**config.mk**
```make
export PLATFORM = sky130hd
export DESIGN_NAME = uart_rx_cfg
export DESIGN_NICKNAME = d
export VERILOG_FILES = /design/src/rtl/uart_pkg.sv /design/src/rtl/uart_sync2.sv /design/src/rtl/uart_rx_cfg.sv
export SDC_FILE = /design/constraint.sdc
export NUM_CORES = 1
export LEC_CHECK = 0
export CAP_MARGIN = 25
export CORE_ASPECT_RATIO = 0.9
export CORE_MARGIN = 2
export CORE_UTILIZATION = 57
export DETAILED_ROUTE_END_ITERATION = 7
export PLACE_DENSITY = 0.78
export SLEW_MARGIN = 40
export SYNTH_ARGS = -nofsm -noshare
export SYNTH_HDL_FRONTEND = slang
export SYNTH_SLANG_ARGS = --single-unit
```
**constraint.sdc**
```tcl
create_clock -name rx_clk -period 2.3 [get_ports rx_clk]
set_input_delay 0.46 -clock rx_clk [delete_from_list [all_inputs] [get_ports rx_clk]]
set_output_delay 0.46 -clock rx_clk [all_outputs]
set_load 0.01 [all_outputs]
```
**src/rtl/uart_pkg.sv**
```systemverilog
// Shared definitions for the UART receive path: FSM state encoding, parity
// mode constants and small helpers used by the receiver.
package uart_pkg;

  typedef enum logic [2:0] {
    IDLE   = 3'd0,
    START  = 3'd1,
    DATA   = 3'd2,
    PARITY = 3'd3,
    STOP   = 3'd4,
    BREAK  = 3'd5
  } uart_state_e;

  localparam logic PARITY_MODE_EVEN = 1'b0;
  localparam logic PARITY_MODE_ODD  = 1'b1;

  localparam int MAX_DATA_BITS = 9;

  // Counter value at the centre of the start bit.
  function automatic int mid_count(input int clks_per_bit);
    return (clks_per_bit - 32'sd1) / 32'sd2;
  endfunction

  // Unused upper data bits are zero, so they do not disturb the XOR.
  function automatic logic parity_mismatch(input logic [MAX_DATA_BITS-1:0] data,
                                           input logic                     par_bit,
                                           input logic                     odd);
    return ((^data) ^ par_bit) != odd;
  endfunction

endpackage

```
**src/rtl/uart_sync2.sv**
```systemverilog
// Two-flop synchroniser for an asynchronous, idle-high pin input.
module uart_sync2 (
  input  logic clk,
  input  logic rst_n,
  input  logic d,
  output logic q
);

  logic meta_r;
  logic sync_r;

  // Capture the pin twice; both stages reset to the idle level.
  always_ff @(posedge clk or negedge rst_n) begin
    if (!rst_n) begin
      meta_r <= 1'b1;
      sync_r <= 1'b1;
    end else begin
      meta_r <= d;
      sync_r <= meta_r;
    end
  end

  assign q = sync_r;

endmodule

```
**src/rtl/uart_rx_cfg.sv**
```systemverilog
// Configurable UART receiver: mid-bit sampling FSM, parity/stop checks and a
// one-entry holding register with valid/ready handshake and overrun pulse.
module uart_rx_cfg
  import uart_pkg::*;
#(
  parameter int CLKS_PER_BIT = 521,
  parameter int DATA_BITS    = 8,
  parameter int PARITY_EN    = 0,
  parameter int PARITY_ODD   = 0,
  parameter int STOP_BITS    = 1
) (
  input  logic                 rx_clk,
  input  logic                 rst_n,
  input  logic                 rx_in,
  output logic [DATA_BITS-1:0] rx_data,
  output logic                 rx_valid,
  input  logic                 rx_ready,
  output logic                 parity_err,
  output logic                 frame_err,
  output logic                 overrun_err,
  output logic                 busy
);

  localparam int CW = $clog2(CLKS_PER_BIT);
  localparam int IW = $clog2(DATA_BITS + 32'sd1);

  localparam logic [CW-1:0] MID_CNT   = CW'(mid_count(CLKS_PER_BIT));
  localparam logic [CW-1:0] LAST_CNT  = CW'(CLKS_PER_BIT - 32'sd1);
  localparam logic [CW-1:0] CNT_ONE   = CW'(32'd1);
  localparam logic [IW-1:0] LAST_IDX  = IW'(DATA_BITS - 32'sd1);
  localparam logic [IW-1:0] IDX_ONE   = IW'(32'd1);
  localparam logic          STOP_LAST = 1'(STOP_BITS - 32'sd1);
  localparam logic          PAR_MODE  = (PARITY_ODD != 32'sd0) ? PARITY_MODE_ODD
                                                                : PARITY_MODE_EVEN;

  logic rxs_s;

  uart_state_e          state_r,    state_nx;
  logic [CW-1:0]        cnt_r,      cnt_nx;
  logic [IW-1:0]        idx_r,      idx_nx;
  logic                 stop_idx_r, stop_idx_nx;
  logic [DATA_BITS-1:0] shift_r,    shift_nx;
  logic                 perr_r,     perr_nx;
  logic                 ferr_r,     ferr_nx;
  logic                 done_r,     done_nx;

  logic [DATA_BITS-1:0] data_r;
  logic                 valid_r;
  logic                 perr_out_r;
  logic                 ferr_out_r;
  logic                 ovr_r;
  logic                 busy_r;

  uart_sync2 u_sync (
    .clk   (rx_clk),
    .rst_n (rst_n),
    .d     (rx_in),
    .q     (rxs_s)
  );

  // Next-state, counter, shifter and per-frame error flag logic.
  always_comb begin
    state_nx    = state_r;
    cnt_nx      = cnt_r;
    idx_nx      = idx_r;
    stop_idx_nx = stop_idx_r;
    shift_nx    = shift_r;
    perr_nx     = perr_r;
    ferr_nx     = ferr_r;
    done_nx     = 1'b0;

    case (state_r)
      IDLE: begin
        cnt_nx      = '0;
        idx_nx      = '0;
        stop_idx_nx = 1'b0;
        if (!rxs_s) begin
          state_nx = START;
        end else begin
          state_nx = IDLE;
        end
      end

      START: begin
        if (cnt_r == MID_CNT) begin
          cnt_nx = '0;
          if (!rxs_s) begin
            state_nx = DATA;
            perr_nx  = 1'b0;
            ferr_nx  = 1'b0;
          end else begin
            state_nx = IDLE;
          end
        end else begin
          cnt_nx = cnt_r + CNT_ONE;
        end
      end

      DATA: begin
        if (cnt_r == LAST_CNT) begin
          cnt_nx = '0;
          for (int i = 0; i < DATA_BITS; i++) begin
            if (idx_r == IW'(i)) begin
              shift_nx[i] = rxs_s;
            end else begin
              shift_nx[i] = shift_r[i];
            end
          end
          if (idx_r == LAST_IDX) begin
            idx_nx   = '0;
            state_nx = (PARITY_EN != 32'sd0) ? PARITY : STOP;
          end else begin
            idx_nx = idx_r + IDX_ONE;
          end
        end else begin
          cnt_nx = cnt_r + CNT_ONE;
        end
      end

      PARITY: begin
        if (cnt_r == LAST_CNT) begin
          cnt_nx   = '0;
          perr_nx  = parity_mismatch(MAX_DATA_BITS'(shift_r), rxs_s, PAR_MODE);
          state_nx = STOP;
        end else begin
          cnt_nx = cnt_r + CNT_ONE;
        end
      end

      STOP: begin
        if (cnt_r == LAST_CNT) begin
          cnt_nx  = '0;
          ferr_nx = ferr_r | ~rxs_s;
          if (stop_idx_r == STOP_LAST) begin
            done_nx     = 1'b1;
            stop_idx_nx = 1'b0;
            // A line still low at mid-stop is a break: wait for it to release.
            state_nx    = rxs_s ? IDLE : BREAK;
          end else begin
            stop_idx_nx = 1'b1;
          end
        end else begin
          cnt_nx = cnt_r + CNT_ONE;
        end
      end

      BREAK: begin
        cnt_nx = '0;
        if (rxs_s) begin
          state_nx = IDLE;
        end else begin
          state_nx = BREAK;
        end
      end

      default: begin
        state_nx    = IDLE;
        cnt_nx      = '0;
        idx_nx      = '0;
        stop_idx_nx = 1'b0;
      end
    endcase
  end

  // Receive FSM state, counters, shifter and frame-complete strobe.
  always_ff @(posedge rx_clk or negedge rst_n) begin
    if (!rst_n) begin
      state_r    <= IDLE;
      cnt_r      <= '0;
      idx_r      <= '0;
      stop_idx_r <= 1'b0;
      shift_r    <= '0;
      perr_r     <= 1'b0;
      ferr_r     <= 1'b0;
      done_r     <= 1'b0;
      busy_r     <= 1'b0;
    end else begin
      state_r    <= state_nx;
      cnt_r      <= cnt_nx;
      idx_r      <= idx_nx;
      stop_idx_r <= stop_idx_nx;
      shift_r    <= shift_nx;
      perr_r     <= perr_nx;
      ferr_r     <= ferr_nx;
      done_r     <= done_nx;
      busy_r     <= (state_nx != IDLE);
    end
  end

  // Holding register: load on completion if empty or being drained, else flag overrun.
  always_ff @(posedge rx_clk or negedge rst_n) begin
    if (!rst_n) begin
      data_r     <= '0;
      valid_r    <= 1'b0;
      perr_out_r <= 1'b0;
      ferr_out_r <= 1'b0;
      ovr_r      <= 1'b0;
    end else begin
      ovr_r <= 1'b0;
      if (done_r) begin
        if (!valid_r || rx_ready) begin
          data_r     <= shift_r;
          perr_out_r <= perr_r;
          ferr_out_r <= ferr_r;
          valid_r    <= 1'b1;
        end else begin
          ovr_r <= 1'b1;
        end
      end else if (valid_r && rx_ready) begin
        valid_r <= 1'b0;
      end else begin
        valid_r <= valid_r;
      end
    end
  end

  assign rx_data     = data_r;
  assign rx_valid    = valid_r;
  assign parity_err  = perr_out_r;
  assign frame_err   = ferr_out_r;
  assign overrun_err = ovr_r;
  assign busy        = busy_r;

endmodule

```
==> impl_metrics.ini, run 1 <==
[outcome]
outcome = complete, no violations

[worst_setup_path]
arrival_ns = 2.33
worstSetupPathType = reg -> reg
rrSetupSlack_ns = 0.15
worstPathRequired_ns = 2.48
reg2reg_to = busy$_DFF_PN0_
cp-end-kind = register
cp-start-kind = register
rr_worst_depth = 6
r2r_start = cnt_r[0]$_DFF_PN0_
crit_fanout = 7

[grt]
overflow = 0
grt_pass1_wl_mm = 7.62
grt_pass1_vias = 1557
antenna_found_initial = 0
grt_max_degree = 45
groute.usage.overall_pct = 22.7

[clock_network]
htree_levels = 2
cts_buffers = 5
clk_pin_slew_ns = 0.08
clockRootBuffer = clkbuf_8
post_cts_buffers = 0
ctsLongestPathBuffers = 2
clkSinkCount = 44
tritoncts = done
clk_latency_ns = 0.30

[routing]
via_count = 1515
drc_errors = 0
routed_wl_mm = 4.47
wl_met1_mm = 2.00
top_layer = met4
drtIter0Drc = 169
antenna_left = 0
avgRoutedWirePerCell_um = 17.3
met2_wirelength_mm = 2.16
drt-vias-per-instance = 5.85
dr_wl_met3_um = 230
drt-pass1-iter-count = 4

[finish]
multi_input_area_mm2 = 0.00104
final_cells = 259
layout-drive-gt1-share_pct = 16.4
ff_latch_area_mm2 = 0.00110
final_util_pct = 68.0
diodes = 0
syn_to_final_growth_pct = 14.7
n_fill_cell = 271
nNetsFinal = 222

[logic_synthesis]
syn_area_per_cell_um2 = 11.6
synth_edf_count = 0
netlist_area_mm2 = 0.00220
yosys-top-cells-area = dfrtp_1, mux2_2, mux2_1, ha_1, xor2_1
yosysSeqAreaShare_pct = 50.3
yosysMostFrequentCell = dfrtp_1
synth_top_family_by_area = simple AND/OR/NAND/NOR gates
synth_fa_ha_area_share_pct = 3.42
netlist_instances = 189
ys_ff_latch = 44
synthArstFlopShare_pct = 100
synth_xor_area_share_pct = 7.01
synth_ff_type = dfrtp_1
synth_mux_area_share_pct = 10.1
synthTopCellsByCount = dfrtp_1, nor2_1, nand3_1
synth_cell_type_count = 48
synthSimpleGateAreaFrac_pct = 20.1
yosysTopAreaCell = dfrtp_1
synth_compound_area_share_pct = 6.78
synth_nets = 199
yosysWarnings = 0
synth_top_area_share_pct = 47.9

[sta]
hold_ws_ns = 0.222
rsz0062_at_grt = false
finClkSkew_ns = 0.00393
max-slew-margin-rel_pct = 54.0
tightest_slew_ns = 0.689
report.final.slew_viol_count = 0
period_needed_ns = 2.15
hold_viol_final = 0
fin_ws_ns = 0.149
fmax_ghz = 0.465
period_share_pct = 93.5
fin_tns_setup_ns = 0
setup_violations = 0

[job]
maxCapViolCount = 0

[floorplanning]
die_area_mm2 = 0.00437
initial_core_util_pct = 59.3
die_w_um = 69.4
fp.dieH_um = 62.9
core.rowCount = 21
io_pins = 17
fp.coreArea_mm2 = 0.00370

[power]
internal-power_w = 0.00103
ir_drop_v = 0.000395
p_leak_nw = 1.13
power_frac_comb_pct = 1.8
seqPwrFrac_pct = 59.6
p_sw_w = 0.000280
p_clk_share_pct = 38.6
power.density_mw_per_mm2 = 519
switching_share_pct = 21.5

[placement]
pre_cts_ws_ns = 0.162
hpwl_mm = 3.19
routabilityCongestion = 0.916
port_buffers = 16
post-place-cells = 251

[hold_path]
hold_path.class = in -> async
final cells by class:
| class | count | share of cell area [%] |
|---|---|---|
| sequential | 44 | 43.8 |
| inverter | 8 | 1.19 |
| tap | 46 | 2.29 |
| clock buffer | 7 | 3.43 |
| multi-input combinational | 132 | 41.3 |
| timing repair buffer | 21 | 7.65 |
| clock inverter | 1 | 0.298 |
metrics by stage:
stage | total power [W] | instance area, um^2
global placement | 0.000818 | 2420
global route | 0.00136 | 2520
floorplan | 0.000797 | 2200
CTS | 0.00132 | 2520
finish | 0.00131 | 2520
detailed placement | 0.000820 | 2420
kinds of logic (layout without fill, tap and decap cells):
| family | count (synthesis) | count (layout) |
|---|---|---|
| adder cells (fa/ha/maj) | 6 | 6 |
| flip-flops | 44 | 44 |
| AO/OA/AOI/OAI | 19 | 19 |
| XOR/XNOR | 16 | 16 |
| AND/OR/NAND/NOR | 71 | 71 |
| buffers and inverters | 13 | 37 |
| multiplexers | 20 | 20 |
registers in the layout (all words and copies together) (netlist names), 3 cells and up:
register,flops
shift_r,8
rx_data,8
idx_r,4
cnt_r,10
state_r,3
layout by cell type (no fill, tap or decap), types with 3 or more instances in the layout:
master	netlist	routed
dfrtp_1	42	42
nor2_1	17	17
clkdlybuf4s50_1	0	15
nand3_1	13	13
mux2_2	10	10
inv_1	8	8
nand2_1	8	8
xor2_1	8	8
mux2_1	8	8
xnor2_1	7	7
nand4_1	6	6
ha_1	6	6
clkbuf_8	0	6
buf_4	0	5
o21ai_0	4	4
nand2b_1	3	3
nor2b_1	3	3
nor3_1	3	3
metal layers:
| layer | global-route usage (%) | up-vias |
|---|---|---|
| li1 | - | 720 |
| met1 | 29.9 | 739 |
| met2 | 36.3 | 48 |
| met3 | 5.48 | 8 |
| met4 | 9.31 | 0 |
| met5 | 0 | - |
worst max-delay path by stage:
stage | start | endpoint | slack, ns | depth (start not counted)
5_1_grt | cnt_r[0]$_DFF_PN0_ | busy$_DFF_PN0_ | 0.1 | 6
3_5_place_dp | cnt_r[0]$_DFF_PN0_ | shift_r[5]$_DFFE_PN0P_ | 0.16 | 6
6_report | cnt_r[0]$_DFF_PN0_ | busy$_DFF_PN0_ | 0.15 | 6
4_1_cts | cnt_r[0]$_DFF_PN0_ | shift_r[5]$_DFFE_PN0P_ | 0.15 | 6
2_1_floorplan | cnt_r[0]$_DFF_PN0_ | shift_r[0]$_DFFE_PN0P_ | 0.35 | 6
3_3_place_gp | cnt_r[0]$_DFF_PN0_ | shift_r[1]$_DFFE_PN0P_ | 0.25 | 6
power by group through the flow:
stage	sequential (W)	combinational (W)	clock [W]
finish	0.000779	0.0000242	0.000504
global route	0.000779	0.0000289	0.000547
CTS	0.000779	0.0000257	0.000514
detailed placement	0.000794	0.0000254	0
global placement	0.000794	0.0000242	0
floorplan	0.000792	0.00000537	0
critical path, cell delays in order, from the launching register on:
cell,delay (ns)
dfrtp_1,0.45
inv_1,0.08
ha_1,0.15
or3b_4,0.42
o41ai_2,0.31
o311ai_1,0.20
or3_1,0.41
timing repair:
action                     4_1_cts  5_1_grt
hold buffers                     0        0
gates resized for setup          0        0
setup endpoints to repair        0        1
hold endpoints to repair         0        0
No activity file was read; power rests on OpenSTA's default activity.
==> run 2: changes to the inputs <==
- SLEW_MARGIN: 40 -> 20
==> results of run 2 <==
Same layout as run 1: the final DEF is identical, and so are final timing and power.
